$ cat src/rtl/mem_ls_responder.sv
// Memory-side responder: synchronizes the CPU request, issues a single memory
// access, waits for the matching valid (or a timeout) and returns ack/rdata/err.
module mem_ls_responder #(
  parameter int unsigned DATA_SIZE      = 32,
  parameter int unsigned ADDR_SIZE      = 11,
  parameter int unsigned SYNC_STAGES    = 2,
  parameter int unsigned TIMEOUT_CYCLES = 16
) (
  input  logic                 clk,
  input  logic                 resetn,
  input  logic                 cpu_req,
  input  logic                 cpu_we,
  input  logic [ADDR_SIZE-1:0] cpu_adrs,
  input  logic [DATA_SIZE-1:0] cpu_wdata,
  output logic                 cpu_ack,
  output logic [DATA_SIZE-1:0] cpu_rdata,
  output logic                 cpu_err,
  output logic                 mem_r_en,
  output logic [ADDR_SIZE-1:0] mem_r_adrs,
  input  logic                 mem_r_valid,
  input  logic [DATA_SIZE-1:0] mem_r_data,
  output logic                 mem_w_en,
  output logic [ADDR_SIZE-1:0] mem_w_adrs,
  output logic [DATA_SIZE-1:0] mem_w_data,
  input  logic                 mem_w_valid
);

  localparam int unsigned CNT_W = (TIMEOUT_CYCLES > 2) ? $clog2(TIMEOUT_CYCLES) : 1;
  localparam logic [CNT_W-1:0] CNT_LAST = CNT_W'(TIMEOUT_CYCLES - 1);

  typedef enum logic [1:0] {
    IDLE  = 2'd0,
    ISSUE = 2'd1,
    WAIT  = 2'd2,
    ACK   = 2'd3
  } state_t;

  state_t                 state, state_d;
  logic [SYNC_STAGES-1:0] req_sync;
  logic                   req_s;
  logic                   cmd_we, cmd_we_d;
  logic [CNT_W-1:0]       cnt, cnt_d;
  logic                   valid;

  logic                   ack_d, err_d, r_en_d, w_en_d;
  logic [DATA_SIZE-1:0]   rdata_d, w_data_d;
  logic [ADDR_SIZE-1:0]   r_adrs_d, w_adrs_d;

  assign req_s = req_sync[SYNC_STAGES-1];
  // Only the valid belonging to the captured operation counts.
  assign valid = cmd_we ? mem_w_valid : mem_r_valid;

  // Request synchronizer; the only path from the CPU clock domain.
  always_ff @(posedge clk or negedge resetn) begin
    if (!resetn) req_sync <= '0;
    else         req_sync <= {req_sync[SYNC_STAGES-2:0], cpu_req};
  end

  // State, command, counter and all output registers.
  always_ff @(posedge clk or negedge resetn) begin
    if (!resetn) begin
      state      <= IDLE;
      cmd_we     <= 1'b0;
      cnt        <= '0;
      cpu_ack    <= 1'b0;
      cpu_rdata  <= '0;
      cpu_err    <= 1'b0;
      mem_r_en   <= 1'b0;
      mem_r_adrs <= '0;
      mem_w_en   <= 1'b0;
      mem_w_adrs <= '0;
      mem_w_data <= '0;
    end else begin
      state      <= state_d;
      cmd_we     <= cmd_we_d;
      cnt        <= cnt_d;
      cpu_ack    <= ack_d;
      cpu_rdata  <= rdata_d;
      cpu_err    <= err_d;
      mem_r_en   <= r_en_d;
      mem_r_adrs <= r_adrs_d;
      mem_w_en   <= w_en_d;
      mem_w_adrs <= w_adrs_d;
      mem_w_data <= w_data_d;
    end
  end

  // Next-state and next-output logic; outputs are computed one cycle ahead.
  always_comb begin
    state_d  = state;
    cmd_we_d = cmd_we;
    cnt_d    = cnt;
    ack_d    = cpu_ack;
    rdata_d  = cpu_rdata;
    err_d    = cpu_err;
    r_en_d   = 1'b0;
    w_en_d   = 1'b0;
    r_adrs_d = mem_r_adrs;
    w_adrs_d = mem_w_adrs;
    w_data_d = mem_w_data;

    unique case (state)
      IDLE: begin
        if (req_s) begin
          // Buses are sampled here, once req is seen synchronized high.
          cmd_we_d = cpu_we;
          if (cpu_we) begin
            w_en_d   = 1'b1;
            w_adrs_d = cpu_adrs;
            w_data_d = cpu_wdata;
          end else begin
            r_en_d   = 1'b1;
            r_adrs_d = cpu_adrs;
          end
          state_d = ISSUE;
        end
      end
      ISSUE: begin
        cnt_d   = '0;
        state_d = WAIT;
      end
      WAIT: begin
        if (valid) begin
          if (!cmd_we) rdata_d = mem_r_data;
          err_d   = 1'b0;
          ack_d   = 1'b1;
          state_d = ACK;
        end else if (cnt == CNT_LAST) begin
          if (!cmd_we) rdata_d = '0;
          err_d   = 1'b1;
          ack_d   = 1'b1;
          state_d = ACK;
        end else begin
          cnt_d = cnt + CNT_W'(1);
        end
      end
      ACK: begin
        if (!req_s) begin
          ack_d   = 1'b0;
          state_d = IDLE;
        end
      end
      default: state_d = IDLE;
    endcase
  end

endmodule
$ cat config.mk
export PLATFORM = sky130hd
export DESIGN_NAME = mem_ls_responder
export DESIGN_NICKNAME = d
export VERILOG_FILES = /design/src/rtl/mem_ls_responder.sv
export SDC_FILE = /design/constraint.sdc
export NUM_CORES = 1
export LEC_CHECK = 0
export CAP_MARGIN = 20
export CORE_ASPECT_RATIO = 0.6
export CORE_UTILIZATION = 43
export DETAILED_ROUTE_END_ITERATION = 8
export PLACE_DENSITY = 0.89
export SLEW_MARGIN = 20
export SYNTH_ARGS = -nofsm -noshare
export SYNTH_HDL_FRONTEND = slang
export SYNTH_SLANG_ARGS = --single-unit
$ cat constraint.sdc
create_clock -name clk -period 1.9 [get_ports clk]
set_clock_uncertainty 0.05 [all_clocks]
set_input_delay 0.19 -clock clk [delete_from_list [all_inputs] [get_ports clk]]
set_output_delay 0.19 -clock clk [all_outputs]
set_load 0.02 [all_outputs]
* Word level (Yosys, flattened, before mapping)
Cells that the tools add are included.
Word-level totals: register bits 99, input bits 81, output and inout port bits 90
Cells by class: add/subtract/negate cells 1, eq/ne operators 11, mux-type cells 24, bitwise operators 1, reductions and logical operators 12
Operators with widths (number):
- two-way mux 32 bit | 4
- AND reduction 3 bit | 5
- inequality test 2 bit (second input constant) | 6
- two-way mux 1 bit | 11
- two-way mux 2 bit | 4
- two-way mux 4 bit | 2
- one-hot mux 2 bit (4 select lines) | 1
- one-hot mux 4 bit (2 select lines) | 1
- nonzero test 2 bit | 3
- adder 4 x 1 -> 4 bit (second input constant) | 1
- == test 2 bit (second input constant) | 2
- == test 4 bit (second input constant) | 1
- AND reduction 2 bit | 2
- AND reduction 4 bit | 1
- inequality test 3 bit (second input constant) | 1
- == test 2 x 1 -> 1 bit (second input constant) | 1
- zero test 2 bit | 1
- one-hot mux 1 bit (2 select lines) | 1
- NOT 1 bit | 1

* Depth between registers and ports, before layout
word-level depth 4, gate-level depth with buffers 7, depth with buffers taken out 5

* Least setup slack after synthesis
OpenSTA, ideal clock, no wires.
path type register to register, start register state[0], end register state[1], setup time 128 ps, arrival time 1444 ps, path slack 278 ps, cell stages (with the launch flop) 6, path buffers 0, period minus slack after synthesis 1622 ps, path through dfrtp_1 inv_1 ha_1 mux2_2 a31oi_1 mux2_1
Between the ends: longest elaborated chain between the ends 3, elaborated cells between the ends (all ways) 9, those cells by class eq/ne (6); mux (1); reduce/logical (2)
RTL lines:
- start: declaration | line 38 | state_t state, state_d;
- start signal: assignment | line 74 | state <= state_d;
- == test 2 bit or zero test 2 bit (tied branches) | line 102 | unique case (state)
- inequality test 3 bit (no line) or inequality test 2 bit (tied branches)
- AND reduction 3 bit (no line)
Parallel ways exist; a longest one is shown, timed or not. A chain may end at the register's enable or synchronous reset.

* Worst setup path in the final report
Ends and elaborated chain as after synthesis.

==> results.cfg <==
[die]
num_rows = 27
coreArea_um2 = 9290
die_y_um = 78.3
start_util_pct = 44.9
die_w_um = 129
io_pins = 171
dieArea_um2 = 10100

[critical_path]
worst_ep_required_time_ps = 2060
r2r-start = state[0]
ff2ff_path_depth = 5
reg2reg_slack_ps = 120
cp-end-kind = register
crit_path_max_fanout = 4
crit_path_start_kind = register
slowest_delay_ps = 400
cp_cell_sequence = inv_1 -> ha_1 -> mux2_2 -> a31oi_2 -> mux2_1
cp_slowest_cell = dfrtp_1
arrival_ps = 1940
critPathKind = register to register
r2r_end = state[1]

[sta]
rsz0062_at_grt = no
worstMarginPinSlew_ps = 456
fin_crit_sh_pct = 93.5
worst_slack_ps = 124
final-setup-viol-count = 0
maxClockFrequency_ghz = 0.563
finalSetupTns_ps = 0
hold_ws_ps = 269
period_needed_ps = 1780
drv_slew = 0
slew_headroom_pct = 69.6
hold_viol = 0

[place]
post-place-ws_ps = 25.3
globalplace.congestion = 0.895
hpwl_um = 7280
io_buffers = 170
dp_cells = 609

[detailed_routing]
wl_per_cell_um = 15.7
via_per_inst = 4.70
dr_total_vias = 2945
drt_iter0_drc = 104
dr.pass1.iters = 4
ant_nets = 0
drt-total-wl_um = 9800
drc = 0

[synthesis]
avgSynthCellArea_um2 = 13.4
syn_area_um2 = 4170
synth_cell_types = 34
ys_ff_latch = 99
synthesis.nets = 398
synth.area.top_cells = dfrtp_1 (59%), mux2_2 (12%), mux2i_1 (7.7%), mux2_4 (3.6%), inv_1 (3.3%)
yosysWarningCount = 0
synth.largest_area_cell = dfrtp_1
syn_inst = 311
synth_top_area_share_pct = 59.4
ys_seq_area_share_pct = 59.4

[clocking]
ctsHtreeMaxLevel = 3
cts-buffers-inserted = 9
post_cts.repair.setup_buffers = 0
clockRootBuffer = clkbuf_16
cts_tree = yes
clock_sink_count = 99
clock_latency_ps = 330
ctsLongestPathBuffers = 2
clkTransAtPathRegs_ps = 70

[cells_and_area]
final_cell_mix = clkdlybuf4s50_1 (169), dfrtp_1 (99), mux2_2 (46)
drive_above_1_share_pct = 18.3
synthToLayoutAreaGrowth_pct = 52.8
antenna-diode-count = 0
final_common_cell = clkdlybuf4s50_1
fin_cells = 626
fin_nets = 578

[hold_path]
hold-path-cell-count = 1
hold_start = cpu_req
hold_path.class = input port to register
hold_path_end = req_sync[0]

[outcome]
outcome = completed

[global_route]
overflow = 0
grtUsageTotal_pct = 20.2
grt_start_max_net_pins = 37
grt_pass1_wl_um = 15700
antenna_found_initial = 0
grt_pass1_vias = 3156

[pwr]
p_clk_share_pct = 17.3
p_comb_share_pct = 48.4
power_switching_mw = 3.81
internal_power_mw = 6.93
p_leak_nw = 2.80
switching_share_pct = 35.5
power_density_nw_per_um2 = 1690
p_seq_share_pct = 34.3
peakVddDrop_v = 0.000967

[job]
drv_cap = 0
==> worst max-delay path by stage <==
stage,endpoint,cells after the start,start,slack [ps]
after floorplan,state[1],5,state[0],280
after global placement,cpu_rdata[11],6,state[0],180
after detailed placement,cpu_rdata[9],6,state[0],30
after CTS,cpu_rdata[9],6,state[0],10
after global routing,state[1],5,state[0],50
final,state[1],5,state[0],120
==> cells by family (layout without fill, tap and decap cells) <==
family	Yosys count	after routing	synth area share, %
AOI/OAI and AO/OA	15	15	2.61
and+or+nand+nor	52	52	5.94
DFF	99	99	59.4
adders and majority gates	6	6	1.80
buffers and inverters	50	235	6.24
muxes	89	89	24.0
==> power groups by stage <==
stage	Sequential [mW]	Clock, mW	Combinational, mW
2_1_floorplan	4.76	0	1.62
3_3_place_gp	3.63	0	5.06
3_5_place_dp	3.70	0	5.20
4_1_cts	3.68	1.90	5.23
5_1_grt	3.80	1.99	5.53
6_report	3.68	1.85	5.20
==> state kept, by name, summed over array words and instances (netlist names) <==
register and flops:
cpu_rdata 32, mem_w_data 32, mem_r_adrs 11, mem_w_adrs 11, cnt 4, req_sync 2
state 2, cmd_we 1, cpu_ack 1, cpu_err 1, mem_r_en 1, mem_w_en 1
==> layout make-up <==
class / instances / area, um2
Clock buffer: 11 / 253
Clock inverter: 5 / 58.8
Fill cell: 668 / 2920
Inverter: 37 / 139
Multi-Input combinational cell: 162 / 1450
Sequential cell: 99 / 2480
Tap cell: 130 / 163
Timing Repair Buffer: 182 / 1830
==> layer usage <==
layer	vias up	routed length (um)	part of all wire, %	global-route usage, %
met4	0	90	0.92	4.24
met3	8	556	5.7	5.52
met1	1440	4400	45	26.4
met5	-	0	0	0
li1	1400	-	-	-
met2	97	4760	49	33.7
==> critical path, delay by kind of cell (launching register included) <==
kind                     cells  cell delay, ps
adder cells (fa/ha/maj)      1             260
flip-flops                   1             400
multiplexers                 2             650
AO/OA/AOI/OAI                1             180
buffers and inverters        1             130
==> synth_stat cells <==
cell type / instances
a21oi_1: 1
a22o_1: 2
a2bb2oi_1: 1
a31oi_1: 2
and2_1: 1
and2b_4: 1
and3_4: 1
buf_12: 3
buf_2: 7
buf_6: 2
clkbuf_1: 1
dfrtp_1: 99
ha_1: 6
inv_1: 37
mux2_1: 1
mux2_2: 46
mux2_4: 10
mux2i_1: 32
nand2_1: 36
nand3_1: 3
nand3_2: 1
nand3b_1: 1
nand4_1: 3
nor2_1: 1
nor3b_1: 1
nor4_1: 1
o211ai_1: 2
o21a_1: 1
o21ai_0: 3
o221ai_1: 1
o311ai_0: 1
o32a_1: 1
or2_4: 1
or4_1: 1
==> repair_timing <==
| item | CTS | global route |
|---|---|---|
| hold buffers | 1 | 0 |
| endpoints found under the setup margin | 0 | 30 |
| endpoints found under the hold margin | 29 | 0 |
| gates resized for setup | 0 | 3 |
==> through the flow <==
stage          instance area, um2  power, mW  util (%)
3_5_place_dp                 6030       8.89      64.9
4_1_cts                      6350       10.8      68.4
2_1_floorplan                4170       6.38         -
5_1_grt                      6370       11.3      68.6
3_3_place_gp                 6030       8.69      64.9
6_report                     6370       10.7      68.6
(Power assumes the default switching activity.)
